`config.mk`:
```
export PLATFORM = sky130hd
export DESIGN_NAME = da_vinci_run_ctrl
export DESIGN_NICKNAME = d
export VERILOG_FILES = /design/src/rtl/da_vinci_run_ctrl.sv
export SDC_FILE = /design/constraint.sdc
export NUM_CORES = 1
export LEC_CHECK = 0
export CAP_MARGIN = 10
export CELL_PAD_IN_SITES_DETAIL_PLACEMENT = 0
export CELL_PAD_IN_SITES_GLOBAL_PLACEMENT = 1
export CORE_ASPECT_RATIO = 0.5
export CORE_MARGIN = 2
export CORE_UTILIZATION = 35
export CTS_BUF_LIST = sky130_fd_sc_hd__clkbuf_8
export DETAILED_ROUTE_END_ITERATION = 8
export PLACE_DENSITY = 0.85
export SKIP_LAST_GASP = 1
export SLEW_MARGIN = 20
export SYNTH_ARGS = -nofsm -noshare
export SYNTH_HDL_FRONTEND = slang
export SYNTH_SLANG_ARGS = --single-unit
```
`constraint.sdc`:
```
create_clock -name CLK -period 2.6 [get_ports CLK]
set_clock_uncertainty 0.15 [all_clocks]
set_input_delay 0.39 -clock CLK [delete_from_list [all_inputs] [get_ports CLK]]
set_output_delay 0.39 -clock CLK [all_outputs]
set_load 0.02 [all_outputs]
```
`src/rtl/da_vinci_run_ctrl.sv`:
```
// da_vinci_run_ctrl: reset sequencing, run watchdog, halt detect and memory-window dump for the DA_VINCI core
module da_vinci_run_ctrl #(
  parameter int DATA_WIDTH = 32,
  parameter int ADDR_WIDTH = 26,
  parameter int RST_HOLD_CYCLES = 2,
  parameter int TIMEOUT_CYCLES = 500,
  parameter logic [ADDR_WIDTH-1:0] HALT_ADDR = 26'h3ffffff,
  parameter logic [ADDR_WIDTH-1:0] DUMP_BASE = 26'h3fffff0,
  parameter int DUMP_DEPTH = 16,
  parameter int MEM_RD_LATENCY = 1
) (
  input  logic                  CLK,
  input  logic                  RST,
  input  logic                  START,
  input  logic [ADDR_WIDTH-1:0] BUS_ADDR,
  input  logic                  BUS_WRITE,
  output logic                  CPU_RST_N,
  output logic                  CPU_HOLD,
  output logic [ADDR_WIDTH-1:0] DUMP_ADDR,
  output logic                  DUMP_READ,
  input  logic [DATA_WIDTH-1:0] DUMP_RDATA,
  output logic [DATA_WIDTH-1:0] OUT_DATA,
  output logic [ADDR_WIDTH-1:0] OUT_INDEX,
  output logic                  OUT_VALID,
  input  logic                  OUT_READY,
  output logic [31:0]           CYCLE_COUNT,
  output logic                  DONE,
  output logic [1:0]            DONE_CAUSE
);
  typedef enum logic [2:0] {S_IDLE, S_HOLD, S_RUN, S_REQ, S_WAIT, S_OUT, S_DONE} state_t;
  state_t state_q, state_d;
  logic [31:0] cnt_q, cnt_d, cycle_q, cycle_d;
  logic [ADDR_WIDTH-1:0] idx_q, idx_d, out_index_q, out_index_d;
  logic [DATA_WIDTH-1:0] out_data_q, out_data_d;
  logic out_valid_q, out_valid_d;
  logic [1:0] cause_q, cause_d;
  logic halt, tmo;
  assign halt = BUS_WRITE && BUS_ADDR == HALT_ADDR;
  assign tmo = TIMEOUT_CYCLES != 0 && cycle_q == 32'(TIMEOUT_CYCLES - 1);
  assign CPU_RST_N = !(state_q == S_IDLE || state_q == S_HOLD);
  assign CPU_HOLD = state_q != S_RUN;
  assign DUMP_READ = state_q == S_REQ;
  assign DUMP_ADDR = DUMP_READ ? DUMP_BASE + idx_q : '0;
  assign DONE = state_q == S_DONE;
  assign OUT_DATA = out_data_q;
  assign OUT_INDEX = out_index_q;
  assign OUT_VALID = out_valid_q;
  assign CYCLE_COUNT = cycle_q;
  assign DONE_CAUSE = cause_q;
  // next state: one outstanding read at a time, word held until the sink takes it
  always_comb begin
    state_d = state_q;
    cnt_d = cnt_q;
    cycle_d = cycle_q;
    idx_d = idx_q;
    cause_d = cause_q;
    out_data_d = out_data_q;
    out_index_d = out_index_q;
    out_valid_d = out_valid_q;
    case (state_q)
      S_IDLE, S_DONE: if (START) begin
        cycle_d = '0;
        cause_d = 2'b00;
        idx_d = '0;
        cnt_d = '0;
        state_d = RST_HOLD_CYCLES == 0 ? S_RUN : S_HOLD;
      end
      S_HOLD: if (cnt_q == 32'(RST_HOLD_CYCLES - 1)) state_d = S_RUN;
        else cnt_d = cnt_q + 32'd1;
      S_RUN: begin
        cycle_d = &cycle_q ? cycle_q : cycle_q + 32'd1;
        if (halt || tmo) begin
          cause_d = halt ? 2'b01 : 2'b10;
          state_d = S_REQ;
        end
      end
      S_REQ: begin
        cnt_d = '0;
        state_d = S_WAIT;
      end
      S_WAIT: if (cnt_q == 32'(MEM_RD_LATENCY - 1)) begin
        out_data_d = DUMP_RDATA;
        out_index_d = idx_q;
        out_valid_d = 1'b1;
        state_d = S_OUT;
      end else cnt_d = cnt_q + 32'd1;
      S_OUT: if (OUT_READY) begin
        out_valid_d = 1'b0;
        if (idx_q == ADDR_WIDTH'(DUMP_DEPTH - 1)) state_d = S_DONE;
        else begin
          idx_d = idx_q + 1'b1;
          state_d = S_REQ;
        end
      end
      default: state_d = S_IDLE;
    endcase
  end
  // state registers with synchronous reset that drops any in-flight read
  always_ff @(posedge CLK) begin
    if (RST) begin
      state_q <= S_IDLE;
      cnt_q <= '0;
      cycle_q <= '0;
      idx_q <= '0;
      cause_q <= 2'b00;
      out_data_q <= '0;
      out_index_q <= '0;
      out_valid_q <= 1'b0;
    end else begin
      state_q <= state_d;
      cnt_q <= cnt_d;
      cycle_q <= cycle_d;
      idx_q <= idx_d;
      cause_q <= cause_d;
      out_data_q <= out_data_d;
      out_index_q <= out_index_d;
      out_valid_q <= out_valid_d;
    end
  end
endmodule

```
==> Word level (Yosys, flattened, before mapping) <==
Index checks and enable logic that the tools add are counted.
{ "word_totals": {"register_bits": 154, "input_bits": 63, "out_inout_bits": 123, "elab_cells": 76} }
{ "classes": {"addsub": 4, "eq_ne": 20, "mux": 25, "reduce_logical": 19} }
{ "ops": {"columns": ["operator", "n"], "rows": [
  ["$mux 32", 4],
  ["$pmux 32 s4", 1],
  ["$mux 26", 4],
  ["$add 32x1->32 const B", 2],
  ["$pmux 32 s2", 1],
  ["$pmux 26 s2", 1],
  ["$eq 32x1->1 const B", 1],
  ["$eq 32x9->1 const B", 1],
  ["$logic_not 32->1", 1],
  ["$reduce_and 32->1", 1],
  ["$add 26x1->26 const B", 1],
  ["$add 26x26->26 const A", 1],
  ["$eq 26x26->1 const B", 1],
  ["$eq 26x4->1 const B", 1],
  ["$mux 3", 6],
  ["$pmux 3 s6", 1],
  ["$ne 2x2->1 const B", 8],
  ["$eq 3x3->1 const B", 3],
  ["$reduce_and 3->1", 3],
  ["$reduce_and 4->1", 2],
  ["$eq 3x2->1 const B", 2],
  ["$mux 2", 3],
  ["$reduce_bool 2->1", 3],
  ["$reduce_and 5->1", 1],
  ["other kinds (13)", 15]
]} }

==> Depth between registers and ports, before layout <==
Gate-level depths: netlist of run 1.
{ "depth": {"ltp_word": 5, "mapped_depth": 10, "depth_no_buf": 8} }

==> Least setup slack after synthesis of run 1 <==
OpenSTA, ideal clock, no wires.
{ "synth_path": {"path_type": "register to output", "from": "register idx_q[8]", "to": "output DUMP_ADDR[23]", "arrival_time_ns": 2.099, "required_time_ns": 2.060, "setup_slack_ns": -0.039, "path_stages_with_launch": 8, "path_buffers": 1, "path_cell_list": "dfxtp_1 -> buf_6 -> or4_4 -> nor4_2 -> nand2_1 -> nor4_1 -> xnor2_1 -> nor2_1"} }
{ "synth_via": {"elab_chain_len": 2} }
{ "synth_rtl": {"columns": ["item", "line", "text"], "rows": [
  ["from (decl)", "33", "logic [ADDR_WIDTH-1:0] idx_q, idx_d, out_index_q, out_index_d;"],
  ["from (signal assigned)", "113", "idx_q <= idx_d;"],
  ["$add 26x26->26", "43", "assign DUMP_ADDR = DUMP_READ ? DUMP_BASE + idx_q : '0;"],
  ["$mux 26", "43", null],
  ["to (decl)", "19", "output logic [ADDR_WIDTH-1:0] DUMP_ADDR,"]
]} }
No other way between the ends.

==> Worst setup path after layout of run 1 <==
{ "layout_path": {"from": "register idx_q[8]", "to": "output DUMP_ADDR[18]"} }
Same word-level chain as after synthesis.

==> flow_summary.ini, run 1 <==
[route]
wl_mm = 21.8
first_pass_iters = 5
drt_iter0_markers = 409
via_per_inst = 5.09
vias = 7397
drc = 0
drtAntennaViolNets = 0
wl_per_cell_um = 15.0

[timing]
drv_slew = 0
hold_violations = 0
tightest_slew_ps = 706
layout_min_cycle_time_ps = 2960
fin_ws_ps = -364
maxSlewHeadroom_pct = 53.0
grt_setup_unrepaired = yes
finalSetupViolations = 15
min_period_over_period_pct = 114
max_clock_freq_mhz = 337

[finish]
stdcell_count = 1452
fin_nets = 1235
area_delta_synth_final_pct = 41.5
multi_input_area_um2 = 4140
fillCellCount = 1984
finish.utilization_pct = 50.8
drive_gt1_share_pct = 15.3
seq_area_um2 = 3090
final_cell_mix = 164 x nand2_1, 157 x clkdlybuf4s50_1, 147 x dfxtp_1
final_common_cell = nand2_1

[logic_synthesis]
synth_cells = 941
yosys_warnings = 0
ys_seq_elements = 154
yosysSeqAreaShare_pct = 41.6
async_reset_ff_share_pct = 0
syn_avg_cell_area_um2 = 7.88
synth_edf_count = 0
syn-cell-area_um2 = 7410
synth_cell_types = 60
syn_nets = 1011
ys.flop_type = dfxtp_1

[clock_tree]
htree_levels = 4
cts-root-buf = clkbuf_8
cts_num_sinks = 154
clockBufferDepth = 2
cts_made_buffers = 17
cts_tree = done
path_clk_slew_ps = 100
clkLatencyLatePin_ps = 460

[floorplan]
io_pins = 186
start_util_pct = 35.9
row_count = 37
die_w_um = 210
dieArea_um2 = 22400
core_area_um2 = 20600
die_h_um = 107

[setup_path]
reg2reg_depth = 6
reg2reg_to = idx_q[4]
max_stage_delay_ps = 570
cp-startpoint = idx_q[8]
path_class = register to primary output
crit_path_top_delay_cell = or4_4
end_kind = primary output
cp_max_fo = 5
crit_arrival_ps = 2420
critPathBufInv = 3
worstSetupEndpoint = DUMP_ADDR[18]
path_cells = or4_4 -> buf_6 -> nor4b_4 -> buf_4 -> nand2_2 -> xnor2_1 -> nor2_1 -> buf_4
cp_top_family = simple AND/OR/NAND/NOR gates
cp-start-kind = register
cp.depth = 8
crit_required_ps = 2060
cpMostUsedCell = buf_4
reg2reg_slack_ps = 0
r2r-start = idx_q[20]

[pwr]
power.density_nw_per_um2 = 475
p_total_w = 0.00498
ir_drop_mv = 0.382
p_leak_nw = 3.88

[global_route]
grt_overflow = 0
grt_pass1_vias = 6697
grt_first_pass_wirelength_mm = 34.2
antenna_found_initial = 1
grt_usage_pct = 18.9
grt_max_degree = 63

[place]
port_buffers = 185
place_congestion = 0.839
dpl.hpwl_mm = 15.7
placed_cells = 1413

[min_path]
hp-class = primary input to register

[status]
status = finished, violations left
violations = negative setup slack

[flow_run]
drv_cap = 0
-- per-layer routing --
layer,part of all wire (%),vias to the layer above,global-route usage [%]
li1,-,3699,-
met1,47,3524,25.2
met2,47,152,30.7
met3,4.4,22,3.84
met4,1.4,0,6.23
met5,0,-,0
-- Yosys cell counts, types with 8 or more instances --
cell	instances	share of area, %
and4_1	8	0.95
nand2_1	168	8.5
o21ai_0	19	1.3
and3_1	19	1.6
xor2_1	39	4.6
a21oi_1	88	5.9
nand3_1	48	3.2
o211ai_1	8	0.81
or4_1	12	1.2
dfxtp_1	154	42
clkbuf_1	46	2.3
nand4_1	29	2.4
nor3_1	15	1.0
and2_1	9	0.76
buf_2	8	0.54
nor4_1	19	1.6
xnor2_1	33	3.9
nor2_1	97	4.9
inv_1	21	1.1
or3_1	13	1.1
-- worst min-delay path by stage --
stage | slack, ps | to | cells after the start | startpoint
finish | 70 | OUT_INDEX[13] | 2 | RST
global placement | 290 | OUT_DATA[28] | 2 | OUT_DATA[28]
global route | 60 | OUT_INDEX[13] | 2 | RST
CTS | 40 | OUT_INDEX[12] | 2 | RST
floorplan | 320 | OUT_INDEX[19] | 2 | idx_q[19]
detailed placement | 300 | OUT_DATA[31] | 2 | OUT_DATA[31]
-- sequential cells by signal, summed over array words and instances, names as in the netlist --
| signal | flops |
|---|---|
| DONE_CAUSE | 2 |
| OUT_INDEX | 26 |
| OUT_DATA | 32 |
| idx_q | 26 |
| CYCLE_COUNT | 32 |
| OUT_VALID | 1 |
| cnt_q | 32 |
| state_q | 3 |
-- layout make-up --
class	instances	area share, %
antenna	1	0.0239
timing repair buffer	263	23.0
clock buffer	18	2.36
multi-input combinational	707	39.5
tap	273	3.26
clock inverter	14	1.63
inverter	22	0.811
sequential	154	29.5
-- kinds of logic (layout without fill, tap and decap cells) --
logic type,after synthesis,in the layout,share of synthesized area (%)
compound gates,148,148,11.9
xor+xnor,72,72,8.51
fa+ha+maj,7,7,1.18
buf+inv,80,317,4.49
flops,154,154,41.6
mux,5,5,0.675
other cells,0,1,0
simple gates,475,475,31.6
-- per-stage QoR --
stage / worst slack (ps) / hold WS (ps) / setup TNS (ps) / area, um2
after floorplan: 25.6 / 315 / 0 / 7420
after detailed placement: -347 / 297 / -3260 / 9920
final: -364 / 66.6 / -3640 / 10500
after global routing: -462 / 55.1 / -6840 / 10500
after global placement: -328 / 292 / -3020 / 9920
after CTS: -457 / 38.1 / -4550 / 10400
-- what timing repair did --
action | 4_1_cts | 5_1_grt
hold buffers | 0 | 0
pin swaps | 20 | 26
resized for setup | 117 | 22
endpoints found under the setup margin | 27 | 45
buffers inserted | 2 | 5
-- report_power, final --
part / leakage (nW) / total, W / switching (W) / internal (W)
clock network: 0.199 / 0.00195 / 0.000974 / 0.000978
logic: 2.44 / 0.000631 / 0.000355 / 0.000276
registers: 1.24 / 0.00240 / 0.0000227 / 0.00238
Note: power is estimated with default switching activity, not from simulation.
==> run 2: changes to the inputs <==
--- a/config.mk
+++ b/config.mk
@@ -13,7 +13,7 @@
 export CORE_UTILIZATION = 35
 export CTS_BUF_LIST = sky130_fd_sc_hd__clkbuf_8
 export DETAILED_ROUTE_END_ITERATION = 8
-export PLACE_DENSITY = 0.85
+export PLACE_DENSITY = 0.82
 export SKIP_LAST_GASP = 1
 export SLEW_MARGIN = 20
 export SYNTH_ARGS = -nofsm -noshare
==> run 2 against run 1 <==
- wire length grew 1.4%
- combinational power grew 2%
- register-to-register slack gained 90 ps
- die area is the same
- sequential power is essentially flat
- the run still ends with negative setup slack left
- setup slack gained 17 ps
- power shrank 3.0%
- non-clock buffer count grew 5
- cell area grew 0.86%
- flip-flop and latch count is the same
- via count shrank 0.32%
==> flow_summary.ini, run 2 (same netlist as run 1, synthesis figures left out) <==
[floorplan]
row_count = 37
die_w_um = 210
io_pins = 186
core_area_um2 = 20600
start_util_pct = 35.9
dieArea_um2 = 22400
die_h_um = 107

[pwr]
p_int_w = 0.00353
p_total_w = 0.00484
p_switching_w = 0.00131
p_comb_share_pct = 13.3
ir_drop_mv = 0.358
clkPwrFrac_pct = 37.0
p_leak_nw = 3.92
power.density_nw_per_um2 = 457
p_sw_share_pct = 27.1
seq_power_share_pct = 49.7

[timing]
fin_tns_setup_ps = -4100
tightest_slew_ps = 999
max_clock_freq_mhz = 339
grt_setup_unrepaired = yes
layout_min_cycle_time_ps = 2950
maxSlewHeadroom_pct = 33.1
fin_ws_ps = -347
hold_violations = 0
drv_slew = 0
finalSetupViolations = 14
min_period_over_period_pct = 113

[global_route]
grt_pass1_vias = 6832
grt_first_pass_wirelength_mm = 35.7
grt.met3_usage_pct = 4.34
grt_max_degree = 60
grt_overflow = 0
busiest_layer = met2
antenna_found_initial = 0
met2_usage_pct = 31.0
grt_usage_pct = 19.9
met1_usage_pct = 27.0

[setup_path]
cp_max_fo = 3
end_kind = primary output
cp-startpoint = idx_q[11]
crit_arrival_ps = 2410
crit_required_ps = 2060
path_class = register to primary output
cp-start-kind = register
r2r-start = idx_q[11]

[place]
place_congestion = 0.847
dpl.hpwl_mm = 15.7
place_area_um2 = 9970
port_buffers = 185

[finish]
final_common_cell = nand2_1
drive_gt1_share_pct = 15.7
stdcell_area_um2 = 10600
final_cell_mix = 163 x nand2_1, 157 x clkdlybuf4s50_1, 149 x dfxtp_1
multi_input_area_um2 = 4160
seq_area_um2 = 3090
fillCellCount = 1975
area_delta_synth_final_pct = 42.7
fin_nets = 1240
antennaDiodeCount = 0

[min_path]
holdCritStartpoint = RST
hp-class = primary input to register

[status]
status = finished, violations left
violations = negative setup slack

[clock_tree]
clockBufferDepth = 2
cts_num_sinks = 154
path_clk_slew_ps = 90
cts_tree = done
holdBufCountCts = 0
cts_made_buffers = 17
clkLatencyLatePin_ps = 480
cts-root-buf = clkbuf_8
htree_levels = 4

[route]
via_per_inst = 5.06
drtAntennaViolNets = 0
drt_iter0_markers = 372
wl_mm = 22.1
vias = 7373
drc = 0
wl_per_cell_um = 15.1
first_pass_iters = 8

[flow_run]
drv_cap = 0
## run 2: cell count changes in the layout (fill, tap and decap cells not counted), sizes merged
cell	previous run	this run
bufinv	3	2
dlygate4sd2	9	3
clkinvlp	5	3
clkdlybuf4s15	1	3
diode	1	0
buf	96	101
inv	25	24
clkbuf	18	22
clkinv	3	7
## run 2: what timing repair did
| action | in CTS | in global routing |
|---|---|---|
| buffers inserted | 6 | 7 |
| setup endpoints to repair | 27 | 36 |
| pin swaps | 23 | 19 |
| gates resized for setup | 131 | 27 |
## run 2: worst paths after layout
check             endpoint  slack [ps]  depth (start not counted)
max          DUMP_ADDR[22]        -350                          8
min               idx_q[0]          90                          2
max reg2reg       idx_q[4]          90                         10
min reg2reg  OUT_INDEX[20]         300                          2
## run 2: through the flow
stage          std cells  worst slack (ps)  hold slack (ps)  util, %
2_1_floorplan        941              25.6              315        -
3_3_place_gp        1413              -334              292     48.3
3_5_place_dp        1413              -346              295     48.3
4_1_cts             1451              -417             47.1     50.7
5_1_grt             1456              -454             80.0     51.2
6_report            1456              -347             89.8     51.2
## run 2: final cells by class
| cell class | instances | area share (%) |
|---|---|---|
| Clock inverter | 14 | 1.25 |
| Timing Repair Buffer | 268 | 23.8 |
| Sequential cell | 154 | 29.2 |
| Multi-Input combinational cell | 707 | 39.3 |
| Inverter | 22 | 0.828 |
| Tap cell | 273 | 3.23 |
| Clock buffer | 18 | 2.34 |
## run 2: power groups by stage
stage | sequential [W] | clock (W) | combinational (W)
6_report | 0.00240 | 0.00179 | 0.000645
5_1_grt | 0.00241 | 0.00196 | 0.000701
4_1_cts | 0.00240 | 0.00185 | 0.000626
3_5_place_dp | 0.00246 | 0 | 0.000633
3_3_place_gp | 0.00246 | 0 | 0.000629
2_1_floorplan | 0.00246 | 0 | 0.000321
## run 2: layer usage
| metal | vias to the layer above | share of wire [%] |
|---|---|---|
| met5 | - | 0 |
| met4 | 0 | 1.9 |
| met3 | 29 | 4.1 |
| met2 | 132 | 46 |
| met1 | 3509 | 48 |
| li1 | 3703 | - |
## run 2: critical path, stage by stage, from the launching register on
cell     delay, ps
dfxtp_2        320
or4_4          570
buf_6          150
nor4b_4        250
nand2_2        150
nor3_4         150
xnor2_1        130
nor2_1          50
buf_2          160
